File: config.mk
export PLATFORM = sky130hd
export DESIGN_NAME = pipo_wr_arbiter_flat
export DESIGN_NICKNAME = d
export VERILOG_FILES = /design/src/rtl/pipo_wr_arbiter_if.sv /design/src/rtl/pipo_wr_arbiter.sv /design/src/flat_wrapper.sv
export SDC_FILE = /design/constraint.sdc
export NUM_CORES = 1
export LEC_CHECK = 0
export ABC_CLOCK_PERIOD_IN_PS = 3890
export BUFFER_PORTS_ARGS = -buffer_cell sky130_fd_sc_hd__buf_2
export CELL_PAD_IN_SITES_DETAIL_PLACEMENT = 0
export CELL_PAD_IN_SITES_GLOBAL_PLACEMENT = 1
export CORE_MARGIN = 2
export CORE_UTILIZATION = 33
export CTS_CLUSTER_DIAMETER = 30
export DETAILED_ROUTE_END_ITERATION = 8
export PLACE_DENSITY_LB_ADDON = 0.1
export SLEW_MARGIN = 20
export SYNTH_ARGS = -nofsm -noshare
export SYNTH_HDL_FRONTEND = slang
export SYNTH_SLANG_ARGS = --single-unit
export TNS_END_PERCENT = 20
File: constraint.sdc
create_clock -name clk -period 3.89 [get_ports clk]
set_input_delay 0 -clock clk [delete_from_list [all_inputs] [get_ports clk]]
set_output_delay 0 -clock clk [all_outputs]
set_load 0.05 [all_outputs]
File: src/rtl/pipo_wr_arbiter_if.sv
// Write-port bundle for the two-requester PIPO register arbiter.
interface pipo_wr_arbiter_if #(
   parameter int N = 8
);
   logic         hold;
   logic         req0;
   logic [N-1:0] d0;
   logic         req1;
   logic [N-1:0] d1;
   logic         gnt0;
   logic         gnt1;
   logic [N-1:0] Q;
   logic         owner;
   logic         valid;
   logic [3:0]   wr_cnt;

   modport master (
      output hold, req0, d0, req1, d1,
      input  gnt0, gnt1, Q, owner, valid, wr_cnt
   );

   modport slave (
      input  hold, req0, d0, req1, d1,
      output gnt0, gnt1, Q, owner, valid, wr_cnt
   );
endinterface

File: src/rtl/pipo_wr_arbiter.sv
// Round-robin arbiter writing one of two requesters into a shared PIPO register.
// One write per two cycles: a grant edge (IDLE->BUSY) followed by a one-cycle BUSY.
module pipo_wr_arbiter #(
   parameter int N = 8
) (
   input logic               clk,
   input logic               n_res,
   pipo_wr_arbiter_if.slave  bus
);
   localparam logic [0:0] IDLE = 1'b0;
   localparam logic [0:0] BUSY = 1'b1;

   logic [0:0]   state;
   logic [N-1:0] q_reg;
   logic         ptr;
   logic         owner_reg;
   logic         valid_reg;
   logic [3:0]   cnt_reg;
   logic         gnt0_reg;
   logic         gnt1_reg;
   logic         pick1;
   logic         grant;

   // A lone requester wins outright; on contention the pointer decides.
   always_comb begin
      pick1 = bus.req1 & (~bus.req0 | ptr);
      grant = (state == IDLE) & ~bus.hold & (bus.req0 | bus.req1);
   end

   always_ff @(posedge clk) begin
      if (!n_res) begin
         state     <= IDLE;
         q_reg     <= '0;
         ptr       <= 1'b0;
         owner_reg <= 1'b0;
         valid_reg <= 1'b0;
         cnt_reg   <= '0;
         gnt0_reg  <= 1'b0;
         gnt1_reg  <= 1'b0;
      end else begin
         gnt0_reg <= 1'b0;
         gnt1_reg <= 1'b0;
         if (state == BUSY) begin
            state <= IDLE;
         end else if (grant) begin
            state     <= BUSY;
            q_reg     <= pick1 ? bus.d1 : bus.d0;
            gnt0_reg  <= ~pick1;
            gnt1_reg  <= pick1;
            owner_reg <= pick1;
            valid_reg <= 1'b1;
            cnt_reg   <= cnt_reg + 4'd1;
            ptr       <= ~pick1;
         end
      end
   end

   assign bus.Q      = q_reg;
   assign bus.gnt0   = gnt0_reg;
   assign bus.gnt1   = gnt1_reg;
   assign bus.owner  = owner_reg;
   assign bus.valid  = valid_reg;
   assign bus.wr_cnt = cnt_reg;
endmodule

File: src/flat_wrapper.sv
// flat-port wrapper written by rule: the top's interface ports become plain ports
module pipo_wr_arbiter_flat 
#(
   parameter int N = 8
)
  (clk, n_res, bus_hold, bus_req0, bus_d0, bus_req1, bus_d1, bus_gnt0, bus_gnt1, bus_Q, bus_owner, bus_valid, bus_wr_cnt);
  pipo_wr_arbiter_if #(.N(N)) bus_i ();
  input logic clk;
  input logic n_res;
  input wire logic [$bits(bus_i.hold)-1:0] bus_hold;
  input wire logic [$bits(bus_i.req0)-1:0] bus_req0;
  input wire logic [$bits(bus_i.d0)-1:0] bus_d0;
  input wire logic [$bits(bus_i.req1)-1:0] bus_req1;
  input wire logic [$bits(bus_i.d1)-1:0] bus_d1;
  output wire logic [$bits(bus_i.gnt0)-1:0] bus_gnt0;
  output wire logic [$bits(bus_i.gnt1)-1:0] bus_gnt1;
  output wire logic [$bits(bus_i.Q)-1:0] bus_Q;
  output wire logic [$bits(bus_i.owner)-1:0] bus_owner;
  output wire logic [$bits(bus_i.valid)-1:0] bus_valid;
  output wire logic [$bits(bus_i.wr_cnt)-1:0] bus_wr_cnt;
  assign bus_i.hold = bus_hold;
  assign bus_i.req0 = bus_req0;
  assign bus_i.d0 = bus_d0;
  assign bus_i.req1 = bus_req1;
  assign bus_i.d1 = bus_d1;
  assign bus_gnt0 = bus_i.gnt0;
  assign bus_gnt1 = bus_i.gnt1;
  assign bus_Q = bus_i.Q;
  assign bus_owner = bus_i.owner;
  assign bus_valid = bus_i.valid;
  assign bus_wr_cnt = bus_i.wr_cnt;
  pipo_wr_arbiter #(.N(N)) u_core (.clk(clk), .n_res(n_res), .bus(bus_i));
endmodule
==> flow_summary.ini <==
[setup_path]
cp_slowest_cell = nor3b_2
critPathArrivalTime_ns = 2.14
cp_cell_sequence = nor3b_2 > nand3_1 > a31oi_1 > dlygate4sd3_1
crit_family = simple AND/OR/NAND/NOR gates
endpoint_kind = register
cp_slowest_stage_delay_ns = 0.58
path_class = reg2reg
startpoint_type = register
cp.required_ns = 4.15
crit_fanout = 10
crit_buf_inv = 1

[cts]
clock_sinks = 18
cts_tree = done
post_cts_resized = 0
cts_inserted_buffers = 3
clock_latency_ns = 0.30
htree_levels = 1
clockBufferDepth = 2
path_clk_slew_ns = 0.11
clockRootBuffer = clkbuf_4
cts_setup_buffers = 0

[synthesis]
synthXorXnorAreaFrac = 0
synthesis.area_um2 = 751
yosys.area_share.simple = 0.258
synth_seq_cells = 18
syn-num-nets = 112
avgSynthCellArea_um2 = 8.34
muxShareOfSynthArea = 0
ys_warn_count = 0
syn_inst = 90
synth_cell_types = 23
ys_seq_area_frac = 0.480
synth_top_family_by_area = simple AND/OR/NAND/NOR gates
synth_compound_area_frac = 0.203
synthAdderAreaFrac = 0.0167

[sta]
hold_violations = 0
skew_ns = 0.0115
slew_headroom = 0.337
min_period_over_period = 0.485
setup_viol = 0
min_period_ns = 1.89
worstMarginPinSlew_ns = 0.991
max_freq_ghz = 0.530
setup_tns_ns = 0
slew_viol_final = 0
grt_setup_unrepaired = no

[route]
wl_met2_um = 1070
vias = 884
remaining_drc_errors = 0
drt-initial-drc-count = 15
wl_met3_um = 90
antenna_left = 0
avgRoutedWirePerCell_um = 12.8
routed_wl_um = 2170
dr.pass1.iters = 4
post_drt_via_cell_ratio = 5.23
dr.max_layer_used = met4
drt-met1-wl_um = 978

[pwr]
p_comb_frac = 0.237
power_frac_seq = 0.478
max-vdd-ir-drop_uv = 202
power_density_nw_per_um2 = 364
p_int_uw = 288
p_clk_frac = 0.284
switchingPower_uw = 132
leakage_uw = 0.000510
p_sw_frac = 0.313

[floorplan]
fp.coreArea_um2 = 2190
die_w_um = 51.7
start_util = 0.343
die_height_um = 51.7
pin_count = 37
die_area_um2 = 2670
rows = 17

[min_path]
hp-class = in2reg

[run_status]
status = finished, final reports clean

[grt]
antenna_found_initial = 0
grt_pass1_vias = 825
gr-total-overflow = 0
grt_usage = 0.178
grt_start_max_net_pins = 18
grt_pass1_wl_um = 3550

[placement]
port_buffers = 36
gp_congestion = 0.703
dpl.hpwl_um = 1350
dpl_cell_area_um2 = 947

[finish]
final_common_cell = buf_2
final_cell_area_um2 = 1150
diodes = 0
largest_reg_flops = 8
final_core_util = 0.527
fill_cells = 215
final_cell_mix = buf_2 (36), nand3_1 (18), dfxtp_1 (18)
areaGrowthSynthToFinish_pct = 53.7
multi_input_area_um2 = 364
regArea_um2 = 360
layout.nets = 164
layout-drive-gt1-share = 0.305

[run]
cap_violations = 0
logic make-up after synthesis:
group                    after synthesis
AO/OA/AOI/OAI                         27
AND/OR/NAND/NOR                       36
adder cells (fa/ha/maj)                1
buffers and inverters                  8
flip-flops                            18
final timing paths:
check / cells past startpoint / start / to / slack (ns)
min reg2reg: 2 / u_core.bus.owner$_SDFFE_PN0P_ / u_core.bus.owner$_SDFFE_PN0P_ / 0.48
max reg2reg: 4 / u_core.state$_SDFF_PP0_ / u_core.bus.Q[2]$_SDFFE_PN0P_ / 2.00
min: 4 / bus_hold / u_core.bus.wr_cnt[1]$_SDFFE_PN0P_ / 0.06
max: 4 / u_core.state$_SDFF_PP0_ / u_core.bus.Q[2]$_SDFFE_PN0P_ / 2.00
worst register-to-register path, cell delays in order (launching register included):
cell	delay, ns
dfxtp_1	0.35
nor3b_2	0.58
nand3_1	0.17
a31oi_1	0.18
dlygate4sd3_1	0.56
cell usage after synthesis:
cell type / number / area share
or2_2: 1 / 0.0083
a31oi_1: 8 / 0.067
nand3_1: 18 / 0.12
or3_1: 1 / 0.0083
ha_1: 1 / 0.017
nor3_1: 1 / 0.0067
clkbuf_2: 1 / 0.0067
or4_1: 2 / 0.020
nor3b_1: 1 / 0.010
clkinv_1: 1 / 0.0050
nand2b_1: 2 / 0.017
nand2_1: 2 / 0.010
inv_1: 1 / 0.0050
a211oi_1: 1 / 0.010
dfxtp_1: 18 / 0.48
nor2_1: 5 / 0.025
o21ai_0: 10 / 0.067
nor3b_2: 1 / 0.017
or2_1: 1 / 0.0083
clkbuf_1: 5 / 0.025
and3_1: 1 / 0.0083
a21oi_1: 6 / 0.040
o31ai_1: 2 / 0.020
timing repair:
action                                  CTS  global route
hold buffers                             17             0
endpoints found under the setup margin    0             0
endpoints found under the hold margin     9             0
per-layer routing:
metal	track usage	up-vias
met5	0	-
met1	0.212	420
met4	0.0965	0
li1	-	436
met2	0.303	24
met3	0.0316	4
power by group through the flow:
stage | Combinational [uW] | Clock, uW | Sequential (uW)
after floorplan | 27.7 | 0 | 236
after global placement | 84.8 | 0 | 204
after detailed placement | 85.7 | 0 | 205
after CTS | 99.8 | 121 | 201
after global routing | 108 | 127 | 202
final | 99.6 | 119 | 201
final cells by class:
class,instances,share of cell area
clock buffers,4,0.0315
multi-input cells,64,0.316
repair buffers,53,0.304
flip-flops and latches,18,0.312
well taps,28,0.0304
inverters,2,0.00651
through the flow:
stage | std cells | hold slack (ns) | setup slack (ns) | total power [uW]
after floorplan | 90 | 0.146 | 2.29 | 263
after detailed placement | 148 | 0.255 | 2.37 | 290
after global routing | 169 | 0.113 | 1.82 | 437
final | 169 | 0.0583 | 2.00 | 420
after global placement | 148 | 0.249 | 2.18 | 289
after CTS | 169 | 0.0524 | 2.02 | 422
No activity file was read; power rests on OpenSTA's default activity.
